<file path="config.mk">
export PLATFORM = sky130hd
export DESIGN_NAME = pcie_axi_rd_splitter
export DESIGN_NICKNAME = d
export VERILOG_FILES = /design/src/rtl/pcie_axi_rd_splitter.sv
export SDC_FILE = /design/constraint.sdc
export NUM_CORES = 1
export LEC_CHECK = 0
export ABC_AREA = 0
export CORE_AREA = 10 10 273 275
export DETAILED_ROUTE_END_ITERATION = 8
export DIE_AREA = 0 0 283 285
export GPL_TIMING_DRIVEN = 0
export PLACE_DENSITY_LB_ADDON = 0.15
export SLEW_MARGIN = 20
export SYNTH_ARGS = -nofsm -noshare
export SYNTH_HDL_FRONTEND = slang
export SYNTH_SLANG_ARGS = --single-unit
</file>
<file path="constraint.sdc">
create_clock -name clk -period 9.65 [get_ports clk]
set_input_delay 1.93 -clock clk [delete_from_list [all_inputs] [get_ports clk]]
set_output_delay 1.93 -clock clk [all_outputs]
set_load 0.01 [all_outputs]
</file>
<file path="src/rtl/pcie_axi_rd_splitter.sv">
// Splits upstream AXI INCR reads into MAX_READ_REQ_SIZE-aligned sub-requests toward the PCIe
// slave port and merges the returned R stream so only the final sub-burst carries rlast.
module pcie_axi_rd_splitter #(
    parameter int unsigned AXI_ID_WIDTH      = 6,
    parameter int unsigned AXI_ADDR_WIDTH    = 64,
    parameter int unsigned MAX_READ_REQ_SIZE = 512,
    parameter int unsigned DATA_WIDTH        = 256,
    parameter int unsigned PEND_DEPTH_LG2    = 3
) (
    input  logic                      clk,
    input  logic                      rst_n,

    input  logic                      s_axi_arvalid,
    output logic                      s_axi_arready,
    input  logic [AXI_ID_WIDTH-1:0]   s_axi_arid,
    input  logic [AXI_ADDR_WIDTH-1:0] s_axi_araddr,
    input  logic [7:0]                s_axi_arlen,
    input  logic [3:0]                s_axi_arcache,
    input  logic [2:0]                s_axi_arprot,
    input  logic [3:0]                s_axi_arqos,
    input  logic [3:0]                s_axi_arregion,

    output logic                      m_axi_arvalid,
    input  logic                      m_axi_arready,
    output logic [AXI_ID_WIDTH-1:0]   m_axi_arid,
    output logic [AXI_ADDR_WIDTH-1:0] m_axi_araddr,
    output logic [7:0]                m_axi_arlen,
    output logic [2:0]                m_axi_arsize,
    output logic [1:0]                m_axi_arburst,
    output logic [3:0]                m_axi_arcache,
    output logic [2:0]                m_axi_arprot,
    output logic [3:0]                m_axi_arqos,
    output logic [3:0]                m_axi_arregion,

    input  logic                      m_axi_rvalid,
    output logic                      m_axi_rready,
    input  logic [AXI_ID_WIDTH-1:0]   m_axi_rid,
    input  logic [DATA_WIDTH-1:0]     m_axi_rdata,
    input  logic [1:0]                m_axi_rresp,
    input  logic                      m_axi_rlast,

    output logic                      s_axi_rvalid,
    input  logic                      s_axi_rready,
    output logic [AXI_ID_WIDTH-1:0]   s_axi_rid,
    output logic [DATA_WIDTH-1:0]     s_axi_rdata,
    output logic [1:0]                s_axi_rresp,
    output logic                      s_axi_rlast,

    output logic                      err_o
);

    localparam int unsigned BEAT_LG2    = 5;
    localparam int unsigned MRRS_BEATS  = MAX_READ_REQ_SIZE / 32;
    localparam int unsigned PEND_DEPTH  = 1 << PEND_DEPTH_LG2;
    localparam int unsigned CNT_W       = PEND_DEPTH_LG2 + 1;
    localparam int unsigned BEAT_ADDR_W = AXI_ADDR_WIDTH - BEAT_LG2;

    typedef enum logic {IDLE, SPLIT} state_t;

    // Beats until the next MRRS boundary, capped by what remains of the request.
    function automatic logic [8:0] sub_beats(input logic [6:0] blk, input logic [8:0] rem);
        logic [8:0] off;
        logic [8:0] room;
        off  = 9'(blk) & 9'(MRRS_BEATS - 1);
        room = 9'(MRRS_BEATS) - off;
        return (rem < room) ? rem : room;
    endfunction

    state_t                    state_q, state_d;
    logic [AXI_ADDR_WIDTH-1:0] cur_addr_q, cur_addr_d;
    logic [8:0]                rem_q, rem_d;
    logic                      arvalid_q, arvalid_d;
    logic [AXI_ADDR_WIDTH-1:0] araddr_q, araddr_d;
    logic [7:0]                arlen_q, arlen_d;
    logic [AXI_ID_WIDTH-1:0]   arid_q, arid_d;
    logic [3:0]                cache_q, cache_d;
    logic [2:0]                prot_q, prot_d;
    logic [3:0]                qos_q, qos_d;
    logic [3:0]                region_q, region_d;
    logic                      err_q, err_d;

    logic [PEND_DEPTH-1:0]     fifo_q;
    logic [PEND_DEPTH_LG2-1:0] wr_ptr_q, rd_ptr_q;
    logic [CNT_W-1:0]          cnt_q, cnt_d;

    logic       ar_hs;
    logic       push;
    logic       pop;
    logic       fifo_empty;
    logic [8:0] sub_cnt;
    logic       last_sub;

    always_comb begin
        ar_hs      = arvalid_q & m_axi_arready;
        push       = ar_hs;
        fifo_empty = (cnt_q == '0);
        pop        = m_axi_rvalid & s_axi_rready & m_axi_rlast & ~fifo_empty;
        cnt_d      = cnt_q + CNT_W'(push) - CNT_W'(pop);
        sub_cnt    = 9'(arlen_q) + 9'd1;
        last_sub   = (rem_q == sub_cnt);
    end

    // Next-state for the splitter FSM and its registered AR outputs.
    always_comb begin
        state_d    = state_q;
        cur_addr_d = cur_addr_q;
        rem_d      = rem_q;
        arvalid_d  = arvalid_q;
        araddr_d   = araddr_q;
        arlen_d    = arlen_q;
        arid_d     = arid_q;
        cache_d    = cache_q;
        prot_d     = prot_q;
        qos_d      = qos_q;
        region_d   = region_q;
        err_d      = err_q | (m_axi_rvalid & m_axi_rlast & fifo_empty);

        case (state_q)
            IDLE: begin
                if (s_axi_arvalid) begin
                    state_d    = SPLIT;
                    cur_addr_d = s_axi_araddr;
                    rem_d      = 9'(s_axi_arlen) + 9'd1;
                    arid_d     = s_axi_arid;
                    cache_d    = s_axi_arcache;
                    prot_d     = s_axi_arprot;
                    qos_d      = s_axi_arqos;
                    region_d   = s_axi_arregion;
                end
            end
            SPLIT: begin
                if (ar_hs) begin
                    // Later sub-requests start on a beat boundary, so the byte offset is dropped.
                    cur_addr_d = {cur_addr_q[AXI_ADDR_WIDTH-1:BEAT_LG2] + BEAT_ADDR_W'(sub_cnt),
                                  5'b0};
                    rem_d      = rem_q - sub_cnt;
                    if (last_sub) begin
                        state_d = IDLE;
                    end
                end
            end
            default: state_d = IDLE;
        endcase

        // A presented but not yet accepted sub-request stays frozen.
        if (!(arvalid_q && !m_axi_arready)) begin
            arvalid_d = (state_d == SPLIT) && (cnt_d != CNT_W'(PEND_DEPTH));
            araddr_d  = cur_addr_d;
            arlen_d   = 8'(sub_beats(cur_addr_d[11:5], rem_d) - 9'd1);
        end
    end

    always_ff @(posedge clk or negedge rst_n) begin
        if (!rst_n) begin
            state_q    <= IDLE;
            cur_addr_q <= '0;
            rem_q      <= '0;
            arvalid_q  <= 1'b0;
            araddr_q   <= '0;
            arlen_q    <= '0;
            arid_q     <= '0;
            cache_q    <= '0;
            prot_q     <= '0;
            qos_q      <= '0;
            region_q   <= '0;
            err_q      <= 1'b0;
            fifo_q     <= '0;
            wr_ptr_q   <= '0;
            rd_ptr_q   <= '0;
            cnt_q      <= '0;
        end else begin
            state_q    <= state_d;
            cur_addr_q <= cur_addr_d;
            rem_q      <= rem_d;
            arvalid_q  <= arvalid_d;
            araddr_q   <= araddr_d;
            arlen_q    <= arlen_d;
            arid_q     <= arid_d;
            cache_q    <= cache_d;
            prot_q     <= prot_d;
            qos_q      <= qos_d;
            region_q   <= region_d;
            err_q      <= err_d;
            cnt_q      <= cnt_d;
            if (push) begin
                fifo_q[wr_ptr_q] <= last_sub;
                wr_ptr_q         <= wr_ptr_q + PEND_DEPTH_LG2'(1);
            end
            if (pop) begin
                rd_ptr_q <= rd_ptr_q + PEND_DEPTH_LG2'(1);
            end
        end
    end

    assign s_axi_arready  = (state_q == IDLE);
    assign m_axi_arvalid  = arvalid_q;
    assign m_axi_araddr   = araddr_q;
    assign m_axi_arlen    = arlen_q;
    assign m_axi_arid     = arid_q;
    assign m_axi_arsize   = 3'd5;
    assign m_axi_arburst  = 2'b01;
    assign m_axi_arcache  = cache_q;
    assign m_axi_arprot   = prot_q;
    assign m_axi_arqos    = qos_q;
    assign m_axi_arregion = region_q;
    assign err_o          = err_q;

    // R path is a zero-latency pass-through; only rlast is qualified by the pending FIFO.
    assign m_axi_rready = s_axi_rready;
    assign s_axi_rvalid = m_axi_rvalid;
    assign s_axi_rid    = m_axi_rid;
    assign s_axi_rdata  = m_axi_rdata;
    assign s_axi_rresp  = m_axi_rresp;
    assign s_axi_rlast  = m_axi_rlast & (fifo_empty | fifo_q[rd_ptr_q]);

endmodule

</file>
==> impl_metrics.json, run 1 <==
{
  "synth_ff_type": "dfrtp_1",
  "clock-sinks": 187,
  "power_density_nw_per_um2": 263,
  "synthMuxAreaShare": 0.0617,
  "timing_max_transition_violations_final": 0,
  "fin_nets": 2272,
  "cts_root_buf": "clkbuf_16",
  "maxSlewHeadroom": 0.311,
  "initial_core_util": 0.182,
  "internal_power_w": 0.00283,
  "track_usage": 0.157,
  "power.leakage_nw": 8.00,
  "grt_max_degree": 81,
  "drt_wl_total_microns": 66000,
  "reg2regPathDepth": 21,
  "post-place-ws_ns": 2.49,
  "grt_pass1_wl_microns": 93100,
  "fp.dieW_microns": 283,
  "required_ns": 9.97,
  "synthXorXnorAreaFrac": 0.0487,
  "ys_top_cells_by_count": "buf_4, dfrtp_1, nand2_1, a21oi_1, nor2_1",
  "syn_area_sq_um": 12600,
  "syn_to_final_growth_pct": 50.9,
  "holdBufCountCts": 0,
  "cap_violations": 0,
  "synth_seq_cells": 187,
  "synth_edf_count": 0,
  "finalHoldViolations": 0,
  "path_clk_slew_ns": 0.07,
  "ir_drop_mv": 0.0942,
  "wl_per_cell_microns": 23.3,
  "core_area_sq_um": 69300,
  "synthAdderAreaFrac": 0.0355,
  "synth_compound_area_frac": 0.126,
  "cts_buffers": 17,
  "hold_path.class": "reg -> reg",
  "yosys.area.top_type": "dfrtp_1",
  "yosysMostFrequentCell": "buf_4",
  "fillers": 7414,
  "yosysUniqueCellTypes": 83,
  "fmax_mhz": 150,
  "rsz0062_at_grt": "no",
  "fin_crit_sh": 0.689,
  "status": "complete, no violations",
  "dr_total_vias": 11655,
  "worstMarginPinSlew_ns": 1.03,
  "p_switching_w": 0.00217,
  "dp_hpwl_microns": 55300,
  "pwr-share-seq": 0.286,
  "power_frac_clock": 0.141,
  "postCtsSetupRepairBufs": 0,
  "ioPinCount": 732,
  "insertion_delay_ns": 0.46,
  "std_cell_rows": 97,
  "synth_cells": 1389,
  "crit_path_max_fanout": 10,
  "finalSetupViolCount": 0,
  "crit_type": "in -> reg",
  "yosysTopAreaCellShare": 0.371,
  "syn_area_per_cell_sq_um": 9.07,
  "slowest_delay_ns": 0.71,
  "drt_iter0_markers": 585,
  "end_kind": "register",
  "worst_ep_arrival_time_ns": 6.97,
  "combPwrFrac": 0.573,
  "synth.top_cells.by_area": "dfrtp_1, buf_4, nand2_1",
  "drive_gt1_frac": 0.204,
  "yosysSeqAreaShare": 0.371,
  "cp_common_cell": "o21ai_0",
  "grt_pass1_vias": 12186,
  "worstPathCellList": "clkdlybuf4s50_1, buf_2, buf_1, clkbuf_1, o21ai_0, o21ai_0, ha_1, nand2_1, o221ai_2, nor2_4, mux2i_1, ha_1, inv_1, or3_1, xnor2_1, mux2i_1, o21ai_0",
  "cts_repair_resize_count": 0,
  "synth_top_family_by_area": "buffers and inverters",
  "yosys_warnings": 0,
  "vias_per_cell": 4.12,
  "htree_levels": 4,
  "startpoint_type": "input pin",
  "drt.antenna.violating_nets": 0,
  "gp_congestion": 0.853,
  "clock_skew_ns": 0.0110,
  "numPortBuffers": 461,
  "antenna_found_initial": 5,
  "timing.final.ws_setup_ns": 3.00,
  "max-clock-path-buffers": 2,
  "dieArea_sq_um": 80700,
  "firstDrtPassIters": 4,
  "overflow": 0,
  "hold_ws_ns": 0.476,
  "tritoncts": "yes",
  "async_flop_share": 1.00,
  "slowest_stage": "clkbuf_1",
  "min_path_cells": 2,
  "switching_share": 0.434,
  "drc": 0,
  "fp.dieH_microns": 285,
  "layout_min_cycle_time_ns": 6.65,
  "synth_simple_gate_area_frac": 0.161
}
-- cells by family (layout without fill, tap and decap cells) --
family	count (synthesis)	after routing
xor+xnor	70	70
simple gates	413	413
other cells	2	6
compound gates	237	237
flops	187	187
mux	69	69
buf+inv	377	871
fa+ha+maj	34	34
-- registers in the layout, summed over array words and instances, names as in the netlist --
signal	flops
m_axi_arlen	8
m_axi_arvalid	1
wr_ptr_q	3
cnt_q	4
rd_ptr_q	3
cur_addr_q	64
m_axi_arprot	3
err_o	1
m_axi_araddr	64
m_axi_arcache	4
fifo_q	8
state_q	1
m_axi_arqos	4
rem_q	9
m_axi_arregion	4
m_axi_arid	6
-- metal layers --
metal	vias up	global-route usage	part of all wire
met5	-	0	0.00076
met4	8	0.0291	0.010
met3	32	0.0419	0.062
met2	387	0.294	0.53
met1	5764	0.177	0.39
li1	5464	-	-
-- power groups by stage --
stage	logic [W]	registers (W)	clock network [W]
finish	0.00286	0.00143	0.000705
detailed placement	0.00289	0.00145	0
floorplan	0.00168	0.00144	0
global placement	0.00289	0.00144	0
global route	0.00316	0.00148	0.000760
CTS	0.00291	0.00143	0.000734
-- worst max-delay path: cells and delay by family --
kind	cells	cell delay, ns
simple gates	3	0.74
fa+ha+maj	2	0.59
mux	2	0.50
compound gates	4	1.04
buf+inv	5	2.03
xor+xnor	1	0.14
-- placed cells by master (no fill, tap or decap), drive strengths merged, types with 5 or more instances in the layout --
master / n
clkdlybuf4s50: 460
clkbuf: 56
nor4: 10
nor3: 29
nor3b: 5
mux2: 46
nand2: 163
a211oi: 39
nand4: 17
nor2: 75
inv: 46
conb: 5
dfrtp: 187
nand3: 32
nor2b: 37
buf: 298
xnor2: 53
o21a: 7
a21oi: 85
o211a: 7
clkinv: 10
a21boi: 5
or3: 5
a21o: 6
xor2: 17
o31ai: 11
and3: 10
o22ai: 9
ha: 31
mux2i: 21
nor4b: 6
a221oi: 8
and4: 5
o21ai: 28
-- per-stage QoR --
stage	cells	cell area (sq um)	TNS (ns)	util	power, W
after detailed placement	2795	18500	0	0.266	0.00434
after global placement	2793	18400	-474.83	0.266	0.00433
after floorplan	1392	12600	0	-	0.00312
after CTS	2826	19000	0	0.274	0.00508
after global routing	2827	19000	0	0.274	0.00541
final	2827	19000	0	0.274	0.00499
-- worst paths after layout --
check,endpoint,slack [ns],startpoint
max in group asynchronous,m_axi_arlen[2],7.14,rst_n
max reg2reg,m_axi_arlen[4],4.33,m_axi_arlen[0]
min reg2reg,m_axi_arregion[1],0.48,m_axi_arregion[1]
min in group asynchronous,m_axi_araddr[28],1.37,rst_n
max,m_axi_arlen[4],3.00,s_axi_arvalid
min,m_axi_arregion[1],0.48,m_axi_arregion[1]
-- layout make-up --
cell class	instances	area (sq um)	area share
sequential	187	4680	0.246
multi-input combinational	828	5470	0.288
timing repair buffer	463	4670	0.246
tap	940	1180	0.0619
inverter	43	161	0.00849
clock buffer	17	425	0.0224
antenna	1	2.50	0.000132
buffer	334	2300	0.121
clock inverter	14	121	0.00638
Note: power is estimated with default switching activity, not from simulation.
==> run 2, diff against run 1 <==
--- a/config.mk
+++ b/config.mk
@@ -6,9 +6,9 @@
 export NUM_CORES = 1
 export LEC_CHECK = 0
 export ABC_AREA = 0
-export CORE_AREA = 10 10 273 275
+export CORE_AREA = 10 10 275 277
 export DETAILED_ROUTE_END_ITERATION = 8
-export DIE_AREA = 0 0 283 285
+export DIE_AREA = 0 0 285 287
 export GPL_TIMING_DRIVEN = 0
 export PLACE_DENSITY_LB_ADDON = 0.15
 export SLEW_MARGIN = 20
==> constraint.sdc (replaced) <==
create_clock -name clk -period 6.35 [get_ports clk]
set_input_delay 1.27 -clock clk [delete_from_list [all_inputs] [get_ports clk]]
set_output_delay 1.27 -clock clk [all_outputs]
set_load 0.01 [all_outputs]
==> impl_metrics.json, run 2 (synthesis gave the netlist of run 1 again) <==
{
  "status": "complete, no violations",
  "dp_hpwl_microns": 56200,
  "dp_cells": 2795,
  "cts_buffers": 17,
  "crit_type": "in -> reg",
  "insertion_delay_ns": 0.50,
  "grt_max_degree": 82,
  "mostFrequentLayoutCells": "clkdlybuf4s50_1, buf_4, dfrtp_1",
  "fin_crit_sh": 0.911,
  "hold_path.class": "reg -> reg",
  "drive_gt1_frac": 0.205,
  "tritoncts": "yes",
  "fin_cells": 2827,
  "firstDrtPassIters": 6,
  "reg2regPathDepth": 21,
  "path_clk_slew_ns": 0.08,
  "syn_to_final_growth_pct": 51.5,
  "rsz0062_at_grt": "no",
  "startpoint_type": "input pin",
  "core_area_sq_um": 69800,
  "power_w": 0.00770,
  "clock-sinks": 187,
  "timing_max_transition_violations_final": 0,
  "required_ns": 6.70,
  "track_usage": 0.157,
  "worst_ep_arrival_time_ns": 6.13,
  "min_path_cells": 2,
  "wl_per_cell_microns": 23.8,
  "drc": 0,
  "ir_drop_mv": 0.261,
  "cts_root_buf": "clkbuf_16",
  "finalSetupViolCount": 0,
  "grt_pass1_vias": 12127,
  "use_met2": 0.285,
  "fin_nets": 2272,
  "power.leakage_nw": 8.04,
  "gp_congestion": 0.849,
  "maxSlewHeadroom": 0.334,
  "clock_skew_ns": 0.0168,
  "overflow": 0,
  "worstMarginPinSlew_ns": 0.999,
  "htree_levels": 4,
  "fp.dieH_microns": 287,
  "vias_per_cell": 4.14,
  "grt_pass1_wl_microns": 93800,
  "std_cell_rows": 97,
  "crit_path_max_fanout": 10,
  "holdBufCountCts": 0,
  "end_kind": "register",
  "cap_violations": 0,
  "ioPinCount": 732,
  "antenna_found_initial": 4,
  "initial_core_util": 0.181,
  "drt_wl_total_microns": 67400,
  "grt_use_met3": 0.0431,
  "drt.antenna.violating_nets": 0,
  "numPortBuffers": 461,
  "power_density_nw_per_um2": 403,
  "dieArea_sq_um": 81800,
  "layout_min_cycle_time_ns": 5.79,
  "finalHoldViolations": 0,
  "max-clock-path-buffers": 2,
  "diodes": 0,
  "layout_commonest_cell": "clkdlybuf4s50_1",
  "fp.dieW_microns": 285,
  "dr_total_vias": 11702,
  "fmax_mhz": 173,
  "gr-usage-met1": 0.181,
  "globalRoute.busiestLayer": "met2",
  "drt_iter0_markers": 584
}
## run 2: cell types whose count changed in the layout (fill, tap and decap cells not counted), sizes merged
| cell | delta |
|---|---|
| bufinv | +1 |
| clkbuf | +2 |
| clkinv | -6 |
| diode | -1 |
| inv | +4 |
## run 2: worst max-delay path, cell delays in order
cell and delay, ns:
clkdlybuf4s50_1 0.56, buf_2 0.29, buf_1 0.55, clkbuf_2 0.50
o21ai_0 0.16, o21ai_1 0.55, ha_1 0.36, nand2_1 0.08
o221ai_2 0.14, nor2_4 0.24, mux2i_1 0.29, ha_1 0.22
inv_1 0.10, or3_1 0.41, xnor2_1 0.14, mux2i_1 0.16
o21ai_0 0.09
## run 2: timing repair
item / 4_1_cts / 5_1_grt
endpoints found under the setup margin: 1 / 1
hold endpoints to repair: 0 / 0
resized for setup: 1 / 3
buffers inserted: 0 / 0
## run 2: cell type report
class | count | area, sq um
clock buffers | 19 | 453
multi-input cells | 828 | 5470
fillers | 7406 | 50700
plain buffers | 334 | 2300
repair buffers | 463 | 4670
well taps | 940 | 1180
clock inverters | 13 | 175
flip-flops and latches | 187 | 4680
inverters | 43 | 161
## run 2: routing by layer
metal / vias up / routed length [microns]
met4: 8 / 981
li1: 5466 / -
met2: 404 / 35400
met5: - / 50
met3: 52 / 4170
met1: 5772 / 26800
## run 2: through the flow
stage / setup WS (ns) / area (sq um) / hold WS, ns / setup TNS [ns] / utilization
floorplan: 1.46 / 12600 / 0.453 / 0 / -
global placement: -5.08 / 18400 / 0.457 / -946.01 / 0.264
detailed placement: -0.596 / 18500 / 0.459 / -1.06 / 0.265
CTS: 0.264 / 19100 / 0.478 / 0 / 0.274
global route: 0.275 / 19100 / 0.494 / 0 / 0.274
finish: 0.564 / 19100 / 0.473 / 0 / 0.274
## run 2: report_power, final
part	internal [W]	leakage [nW]	switching, W
Combinational	0.00203	5.50	0.00228
Clock	0.000621	0.311	0.000580
Sequential	0.00172	2.23	0.000455
Total	0.00438	8.04	0.00332
## run 2: worst paths after layout
| path | slack, ns | start | endpoint |
|---|---|---|---|
| worst min-delay path | 0.47 | m_axi_araddr[4] | m_axi_araddr[4] |
| max in group asynchronous | 4.84 | rst_n | cur_addr_q[21] |
| worst max register to register | 1.23 | m_axi_arlen[0] | m_axi_arlen[4] |
| worst max-delay path | 0.56 | s_axi_arvalid | m_axi_arlen[4] |
| worst min register to register | 0.47 | m_axi_araddr[4] | m_axi_araddr[4] |
| min in group asynchronous | 0.68 | rst_n | m_axi_araddr[44] |
